### config.mk
export PLATFORM = sky130hd
export DESIGN_NAME = ddram_rom_port
export DESIGN_NICKNAME = d
export VERILOG_FILES = /design/src/rtl/ddram_rom_port_pkg.sv /design/src/rtl/ddram_rom_port_hw_pack64.sv /design/src/rtl/ddram_rom_port.sv
export SDC_FILE = /design/constraint.sdc
export NUM_CORES = 1
export LEC_CHECK = 0
export BUFFER_PORTS_ARGS = -buffer_cell sky130_fd_sc_hd__buf_2
export CAP_MARGIN = 10
export CORE_UTILIZATION = 45
export DETAILED_ROUTE_END_ITERATION = 10
export GPL_ROUTABILITY_DRIVEN = 0
export HOLD_SLACK_MARGIN = 0.05
export PLACE_DENSITY = 0.67
export SYNTH_ARGS = -nofsm -noshare
export SYNTH_HDL_FRONTEND = slang
export SYNTH_SLANG_ARGS = --single-unit
### constraint.sdc
create_clock -name RAMCLK -period 2.7 [get_ports RAMCLK]
set_input_delay 0.81 -clock RAMCLK [delete_from_list [all_inputs] [get_ports RAMCLK]]
set_output_delay 0.81 -clock RAMCLK [all_outputs]
set_load 0.02 [all_outputs]
### src/rtl/ddram_rom_port_pkg.sv
`default_nettype none
// ============================================================================
//  Module      : ddram_rom_port_pkg
//  Description : Shared types and constants for the ROM-path DDRAM responder:
//                FSM state encoding, line/lane geometry, byte-enable helper.
//  Revision    : 1.0 - initial release
// ============================================================================
package ddram_rom_port_pkg;

   // Top-level FSM states
   typedef enum logic [1:0] {
      ST_IDLE     = 2'd0,
      ST_WR_ISSUE = 2'd1,
      ST_RD_ISSUE = 2'd2,
      ST_RD_WAIT  = 2'd3
   } state_t;

   localparam int          c_AW       = 25;          // ROM byte address width
   localparam int          c_LINE_W   = c_AW - 3;    // 64-bit line index width
   localparam int          c_LANE_W   = 16;          // halfword lane width
   localparam int          c_BE_W     = 8;           // byte enables per line
   localparam logic [7:0]  c_BURSTCNT = 8'd1;        // single-beat transfers

   // Two byte-enable bits belonging to halfword lane k
   function automatic logic [c_BE_W-1:0] lane_be(input logic [1:0] lane);
      return 8'b0000_0011 << {lane, 1'b0};
   endfunction

endpackage : ddram_rom_port_pkg
`default_nettype wire

### src/rtl/ddram_rom_port_hw_pack64.sv
`default_nettype none
// ============================================================================
//  Module      : hw_pack64
//  Description : One-line write buffer. Packs 16-bit halfwords into a 64-bit
//                line, accumulates byte enables and reports whether an
//                incoming write targets the buffered line.
//  Revision    : 1.0 - initial release
// ============================================================================
module hw_pack64
   import ddram_rom_port_pkg::*;
#(
   parameter int LINE_W = c_LINE_W
) (
   input  logic              clk,
   input  logic              rst_n,
   input  logic              i_ins,       // store halfword into its lane
   input  logic [1:0]        i_lane,
   input  logic [15:0]       i_hw,
   input  logic [LINE_W-1:0] i_line,
   input  logic              i_clr,       // empty the buffer
   output logic              o_valid,
   output logic [LINE_W-1:0] o_line,
   output logic [63:0]       o_data,
   output logic [7:0]        o_be,
   output logic              o_same_line, // buffer valid and i_line matches
   output logic [63:0]       o_ins_data,  // buffer contents with i_hw merged
   output logic [7:0]        o_ins_be     // byte enables with i_lane merged
);

   logic              r_valid;
   logic [LINE_W-1:0] r_line;
   logic [63:0]       r_data;
   logic [7:0]        r_be;

   // Merge the incoming halfword over the current contents (overwrite allowed)
   always_comb begin
      o_ins_data = r_data;
      o_ins_data[c_LANE_W*i_lane +: c_LANE_W] = i_hw;
      o_ins_be   = r_be | lane_be(i_lane);
   end

   // Buffer storage; clearing zeroes data so partial lines carry zero fill
   always_ff @(posedge clk or negedge rst_n) begin
      if (!rst_n) begin
         r_valid <= 1'b0;
         r_line  <= '0;
         r_data  <= '0;
         r_be    <= '0;
      end else if (i_clr) begin
         r_valid <= 1'b0;
         r_line  <= '0;
         r_data  <= '0;
         r_be    <= '0;
      end else if (i_ins) begin
         r_valid <= 1'b1;
         r_line  <= i_line;
         r_data  <= o_ins_data;
         r_be    <= o_ins_be;
      end
   end

   assign o_valid     = r_valid;
   assign o_line      = r_line;
   assign o_data      = r_data;
   assign o_be        = r_be;
   assign o_same_line = r_valid && (r_line == i_line);

endmodule : hw_pack64
`default_nettype wire

### src/rtl/ddram_rom_port.sv
`default_nettype none
// ============================================================================
//  Module      : ddram_rom_port
//  Description : Toggle-handshake responder between the ROM loader/core and
//                the DDRAM port. Packs halfword writes into 64-bit lines and
//                serves line reads through a one-entry cache.
//  Revision    : 1.0 - initial release
// ============================================================================
module ddram_rom_port
   import ddram_rom_port_pkg::*;
#(
   parameter logic [28:0] BASE_ADDR = 29'h6000000,
   parameter int          AW        = c_AW
) (
   input  logic          RAMCLK,
   input  logic          RESET_N,
   input  logic [AW-1:0] wraddr,
   input  logic [15:0]   din,
   input  logic          we_req,
   output logic          we_ack,
   input  logic          flush,
   input  logic [AW-1:0] rdaddr,
   input  logic          rd_req,
   output logic          rd_ack,
   output logic [63:0]   dout,
   output logic          DDRAM_CLK,
   input  logic          DDRAM_BUSY,
   output logic [7:0]    DDRAM_BURSTCNT,
   output logic [28:0]   DDRAM_ADDR,
   output logic [63:0]   DDRAM_DIN,
   output logic [7:0]    DDRAM_BE,
   output logic          DDRAM_WE,
   output logic          DDRAM_RD,
   input  logic [63:0]   DDRAM_DOUT,
   input  logic          DDRAM_DOUT_READY
);

   localparam int LINE_W = AW - 3;

   state_t            r_state;
   logic              r_cache_valid;
   logic [LINE_W-1:0] r_cache_tag;
   logic [63:0]       r_cache_data;

   logic              w_wr_pend;
   logic              w_rd_pend;
   logic [LINE_W-1:0] w_wr_line;
   logic [1:0]        w_wr_lane;
   logic [LINE_W-1:0] w_rd_line;
   logic              w_cache_hit;
   logic              w_buf_ins;
   logic              w_buf_clr;
   logic              w_buf_valid;
   logic [LINE_W-1:0] w_buf_line;
   logic [63:0]       w_buf_data;
   logic [7:0]        w_buf_be;
   logic              w_buf_same;
   logic [63:0]       w_ins_data;
   logic [7:0]        w_ins_be;
   logic              w_unused;

   assign w_wr_pend   = (we_req != we_ack);
   assign w_rd_pend   = (rd_req != rd_ack);
   assign w_wr_line   = wraddr[AW-1:3];
   assign w_wr_lane   = wraddr[2:1];
   assign w_rd_line   = rdaddr[AW-1:3];
   assign w_cache_hit = r_cache_valid && (r_cache_tag == w_rd_line);
   assign w_unused    = ^{wraddr[0], rdaddr[2:0]};

   assign DDRAM_CLK      = RAMCLK;
   assign DDRAM_BURSTCNT = c_BURSTCNT;

   // Write buffer controls: accept into buffer from IDLE, clear on DDRAM accept
   always_comb begin
      w_buf_ins = 1'b0;
      w_buf_clr = 1'b0;
      if (r_state == ST_IDLE && w_wr_pend && (!w_buf_valid || w_buf_same))
         w_buf_ins = 1'b1;
      if (r_state == ST_WR_ISSUE && !DDRAM_BUSY)
         w_buf_clr = 1'b1;
   end

   hw_pack64 #(
      .LINE_W (LINE_W)
   ) u_pack (
      .clk         (RAMCLK),
      .rst_n       (RESET_N),
      .i_ins       (w_buf_ins),
      .i_lane      (w_wr_lane),
      .i_hw        (din),
      .i_line      (w_wr_line),
      .i_clr       (w_buf_clr),
      .o_valid     (w_buf_valid),
      .o_line      (w_buf_line),
      .o_data      (w_buf_data),
      .o_be        (w_buf_be),
      .o_same_line (w_buf_same),
      .o_ins_data  (w_ins_data),
      .o_ins_be    (w_ins_be)
   );

   // Control FSM with registered handshake and DDRAM command outputs
   always_ff @(posedge RAMCLK or negedge RESET_N) begin
      if (!RESET_N) begin
         r_state       <= ST_IDLE;
         r_cache_valid <= 1'b0;
         r_cache_tag   <= '0;
         r_cache_data  <= '0;
         we_ack        <= 1'b0;
         rd_ack        <= 1'b0;
         dout          <= '0;
         DDRAM_WE      <= 1'b0;
         DDRAM_RD      <= 1'b0;
         DDRAM_ADDR    <= '0;
         DDRAM_DIN     <= '0;
         DDRAM_BE      <= '0;
      end else begin
         case (r_state)
            ST_IDLE: begin
               if (w_wr_pend) begin
                  if (!w_buf_valid || w_buf_same) begin
                     we_ack <= ~we_ack;
                     // Top lane completes the line: ship it straight away
                     if (w_wr_lane == 2'd3) begin
                        r_state    <= ST_WR_ISSUE;
                        DDRAM_WE   <= 1'b1;
                        DDRAM_ADDR <= BASE_ADDR + 29'(w_wr_line);
                        DDRAM_DIN  <= w_ins_data;
                        DDRAM_BE   <= w_ins_be;
                     end
                  end else begin
                     // Line change: evict the old line, new write waits
                     r_state    <= ST_WR_ISSUE;
                     DDRAM_WE   <= 1'b1;
                     DDRAM_ADDR <= BASE_ADDR + 29'(w_buf_line);
                     DDRAM_DIN  <= w_buf_data;
                     DDRAM_BE   <= w_buf_be;
                  end
               end else if (flush && w_buf_valid) begin
                  r_state    <= ST_WR_ISSUE;
                  DDRAM_WE   <= 1'b1;
                  DDRAM_ADDR <= BASE_ADDR + 29'(w_buf_line);
                  DDRAM_DIN  <= w_buf_data;
                  DDRAM_BE   <= w_buf_be;
               end else if (w_rd_pend) begin
                  if (w_cache_hit) begin
                     dout   <= r_cache_data;
                     rd_ack <= ~rd_ack;
                  end else begin
                     r_state    <= ST_RD_ISSUE;
                     DDRAM_RD   <= 1'b1;
                     DDRAM_ADDR <= BASE_ADDR + 29'(w_rd_line);
                  end
               end
            end
            ST_WR_ISSUE: begin
               if (!DDRAM_BUSY) begin
                  DDRAM_WE <= 1'b0;
                  // Written line may be the cached one; drop the stale copy
                  if (r_cache_tag == w_buf_line)
                     r_cache_valid <= 1'b0;
                  r_state <= ST_IDLE;
               end
            end
            ST_RD_ISSUE: begin
               if (!DDRAM_BUSY) begin
                  DDRAM_RD <= 1'b0;
                  r_state  <= ST_RD_WAIT;
               end
            end
            ST_RD_WAIT: begin
               if (DDRAM_DOUT_READY) begin
                  dout          <= DDRAM_DOUT;
                  r_cache_data  <= DDRAM_DOUT;
                  r_cache_tag   <= w_rd_line;
                  r_cache_valid <= 1'b1;
                  rd_ack        <= ~rd_ack;
                  r_state       <= ST_IDLE;
               end
            end
            default: r_state <= ST_IDLE;
         endcase
      end
   end

endmodule : ddram_rom_port
`default_nettype wire

# After elaboration in Yosys (flattened, before gate mapping)
# Cells that the tools add are included.
[totals]
ff_bits = 353
inputBits = 137
output_inout_bits = 178
word_cells = 138
[classes]
n_eq_ne = 24
mux = 62
bitwise_logic = 3
reduce_logical = 26
shift = 3
n_addsub = 4
[op_table]
columns = ["operator", "n"]
rows = [
  ["$mux W64", 11],
  ["$mux W29", 6],
  ["$pmux W64 S2", 1],
  ["$add A27 B22 Y28 const A", 3],
  ["$eq A22 B22 Y1", 3],
  ["$bwmux W64", 1],
  ["$shift A16 B34 Y64 const A", 1],
  ["$shiftx A16 B34 Y64", 1],
  ["$mux W8", 6],
  ["$mux W22", 2],
  ["$neg A6 Y34", 1],
  ["$mux W1", 21],
  ["$mux W2", 9],
  ["$reduce_and A6 Y1", 3],
  ["$ne A2 B2 Y1 const B", 8],
  ["$ne A4 B3 Y1 const B", 3],
  ["$reduce_and A4 Y1", 3],
  ["$reduce_bool A2 Y1", 6],
  ["$ne A3 B2 Y1 const B", 3],
  ["$or A8 B8 Y8", 1],
  ["$pmux W1 S2", 4],
  ["$pmux W2 S4", 1],
  ["$shl A2 B3 Y8 const A", 1],
  ["$eq A2 B2 Y1 const B", 3],
  ["11 further kinds", 20],
]

# Longest topological paths before layout
[logic_depth]
word_depth = 7
ltp_mapped = 9
mapped_depth_nobuf = 7

# Hierarchy
# Synthesis repeated with hierarchy kept, for this count alone.
[hier_totals]
cells_unflattened = 1801
area_unflattened_um2 = 17006.3
[modules_own_cells]
columns = ["module", "area_each_um2", "n_inst", "cells_each", "seq_area_each_um2"]
rows = [
  ["ddram_rom_port", 11607.4, 1, 1223, 6306.0],
  ["hw_pack64", 5398.9, 1, 578, 2377.3],
]

==> metrics.txt <==
flop2flop setup slack 0.24 ns; CP startpoint kind clock port; CP Class clock port to primary output; largest net degree at the start of global routing 89; input/output buffers 297; hold-fix buffers at CTS 0; detailed-route DRC error count 0; synth-to-layout area growth 24.28%; Detail Route Antenna Nets 0; Post-DP HPWL 32060 um; DIE AREA 38310 um^2; status completed; via count 13767; Chip Width 195.7 um; peak supply drop 742.1 uV; drt first pass iters 5; Leak Pwr 9.999 nW; grt total ovfl 0; fill cell count 3159; global-route wire length before repair 77960 um; post-synth top area share 51.41%; Ys Warns 0; number of synthesized flops with an enable pin 0; Main synth FF type dfrtp_1; All-Layer GR Usage 25.83%; CTS tree built; Final Hold Vio Count 0; fraction of layout cells with a size suffix above 1 29.74%; core area 36790 um^2; Synth async-reset ratio 100.0%; Setup Skew 0.02895 ns; Mapped Area 16890 um^2; Seq/Total Area, Yosys 51.41%; final worst slack 0.1446 ns; area leader, netlist dfrtp_1; post-synthesis cell count 1588; CP arrival 1.75 ns; Initial Util 45.92%; crit end category primary output; Setup Fix Bufs, Post-CTS 0; initial antenna violation count 7; DR vias/cell 5.758; Setup WS pre-CTS -0.2979 ns; worst hold path class input pin to asynchronous set/reset pin; final WL 49030 um; Slew Viols, Final 0; Unique masters post-synth 50; register bit total from synthesis 347; RSZ-0062 raised after global routing no; Worst-Skew Late Latency 0.67 ns; PwrDens 1242 nW/um^2; worst slew pin tran 0.6756 ns; fin nets 2035; post-CTS sizing 0; Synth area leaders dfrtp_1 51%, mux2_2 5.7%, mux2i_1 5.2%; Final Power 26.07 mW; CP required 1.89 ns; slew margin rel. 54.96%; worst-path maximum fanout 2; per-cell routed wire length 20.51 um; row count 70; max-cap viol count 0; Clk pin slew, worst setup/hold paths 0.06 ns; Mean Syn Cell Area 10.64 um^2; Final Cell Area 20990 um^2; Final setup viols 0; DRT iter0 DRCs 1041; placed instance area 19590 um^2; I/O pin cnt 315; Die Height 195.7 um; vias in the first global route 13820
[synth_stat cells (3+ instances only)]
library cell,count
a21oi_1,79
a22o_1,64
a32oi_1,21
and2_1,132
buf_1,22
buf_2,15
buf_4,16
clkbuf_1,95
clkbuf_2,4
dfrtp_1,347
ha_1,8
inv_1,25
mux2_2,86
mux2i_1,87
nand2_1,101
nand3_1,5
nand4_1,13
nor2_1,85
nor3_1,5
nor4_1,4
o21a_1,3
o21ai_0,158
o221ai_1,21
o22a_1,6
o22ai_1,21
o32a_1,64
xnor2_1,57
xor2_1,13
[critical path: stages]
cell	delay, ns
clkbuf_16	0.12
clkbuf_16	0.13
buf_2	0.15
[final timing paths]
kind,start,to,cells past startpoint
max in group asynchronous,RESET_N,DDRAM_DIN[29]$_DFFE_PN0P_,3
min in group RAMCLK,DDRAM_DOUT[20],r_cache_data[20]$_DFFE_PN0P_,2
min,RESET_N,r_cache_data[3]$_DFFE_PN0P_,1
max,RAMCLK,DDRAM_CLK,3
min reg2reg,u_pack.o_be[6]$_DFFE_PN0P_,DDRAM_BE[6]$_DFFE_PN0P_,2
max reg2reg,u_pack.o_line[10]$_DFFE_PN0P_,u_pack.o_data[61]$_DFFE_PN0P_,8
[power by group]
part / switching, mW / internal (mW)
Sequential: 1.44 / 7.38
Combinational: 6.66 / 4.87
Clock: 2.23 / 3.49
Total: 10.3 / 15.7
[area by class of cell]
class / count / area, um^2 / share of cell area, %
antenna: 3 / 7.507 / 0.03576
clock buffer: 62 / 1207 / 5.752
clock inverter: 13 / 188.9 / 0.9000
inverter: 25 / 93.84 / 0.4470
multi-input combinational: 1074 / 7595 / 36.18
sequential: 347 / 8683 / 41.36
tap: 468 / 585.6 / 2.789
timing repair buffer: 399 / 2631 / 12.53
[sequential cells by signal, summed over array words and instances, names as in the netlist]
name,flops
rd_ack,1
DDRAM_ADDR,23
DDRAM_BE,8
DDRAM_DIN,64
we_ack,1
DDRAM_WE,1
u_pack.o_valid,1
DDRAM_RD,1
u_pack.o_be,8
u_pack.o_line,22
u_pack.o_data,64
r_state,2
dout,64
r_cache_data,64
r_cache_tag,22
r_cache_valid,1
[kinds of logic after synthesis]
kind of cell	synth area share, %
buf+inv	4.496
other cells	0.04446
flops	51.41
xor+xnor	3.630
compound gates	18.13
mux	11.05
simple gates	10.64
fa+ha+maj	0.5926
[cell usage in the layout, fill, tap and decap left out, drive strengths merged, types with 13 or more instances in the layout]
cell / synthesis / layout
conb: 2 / 13
mux2i: 89 / 89
mux2: 86 / 86
dfrtp: 347 / 347
o22ai: 21 / 21
xor2: 13 / 13
xnor2: 57 / 57
nor2: 85 / 85
o21ai: 158 / 158
o221ai: 21 / 21
and2: 132 / 132
nand4: 13 / 13
clkbuf: 99 / 61
buf: 54 / 400
o32a: 64 / 64
a21oi: 79 / 79
inv: 25 / 28
nand2: 101 / 101
a32oi: 21 / 21
a22o: 64 / 64
[stage by stage]
step	hold WS [ns]	util, %	setup TNS (ns)	cells
finish	0.08315	57.07	0	2391
global route	0.1053	57.06	0	2390
CTS	0.08741	57.04	0	2388
detailed placement	0.4774	53.26	-42.53	2314
global placement	0.4693	53.26	-41.24	2314
floorplan	0.4506	-	0	1599
[layer usage]
layer,wire [um],global-route usage [%],up-vias,share of wire (%)
li1,-,-,6280,-
met1,21510,35.74,6881,44
met2,22400,39.64,512,46
met3,3664,5.553,88,7.5
met4,1416,10.21,6,2.9
met5,45,0,-,0.092
No activity file was read; power rests on OpenSTA's default activity.
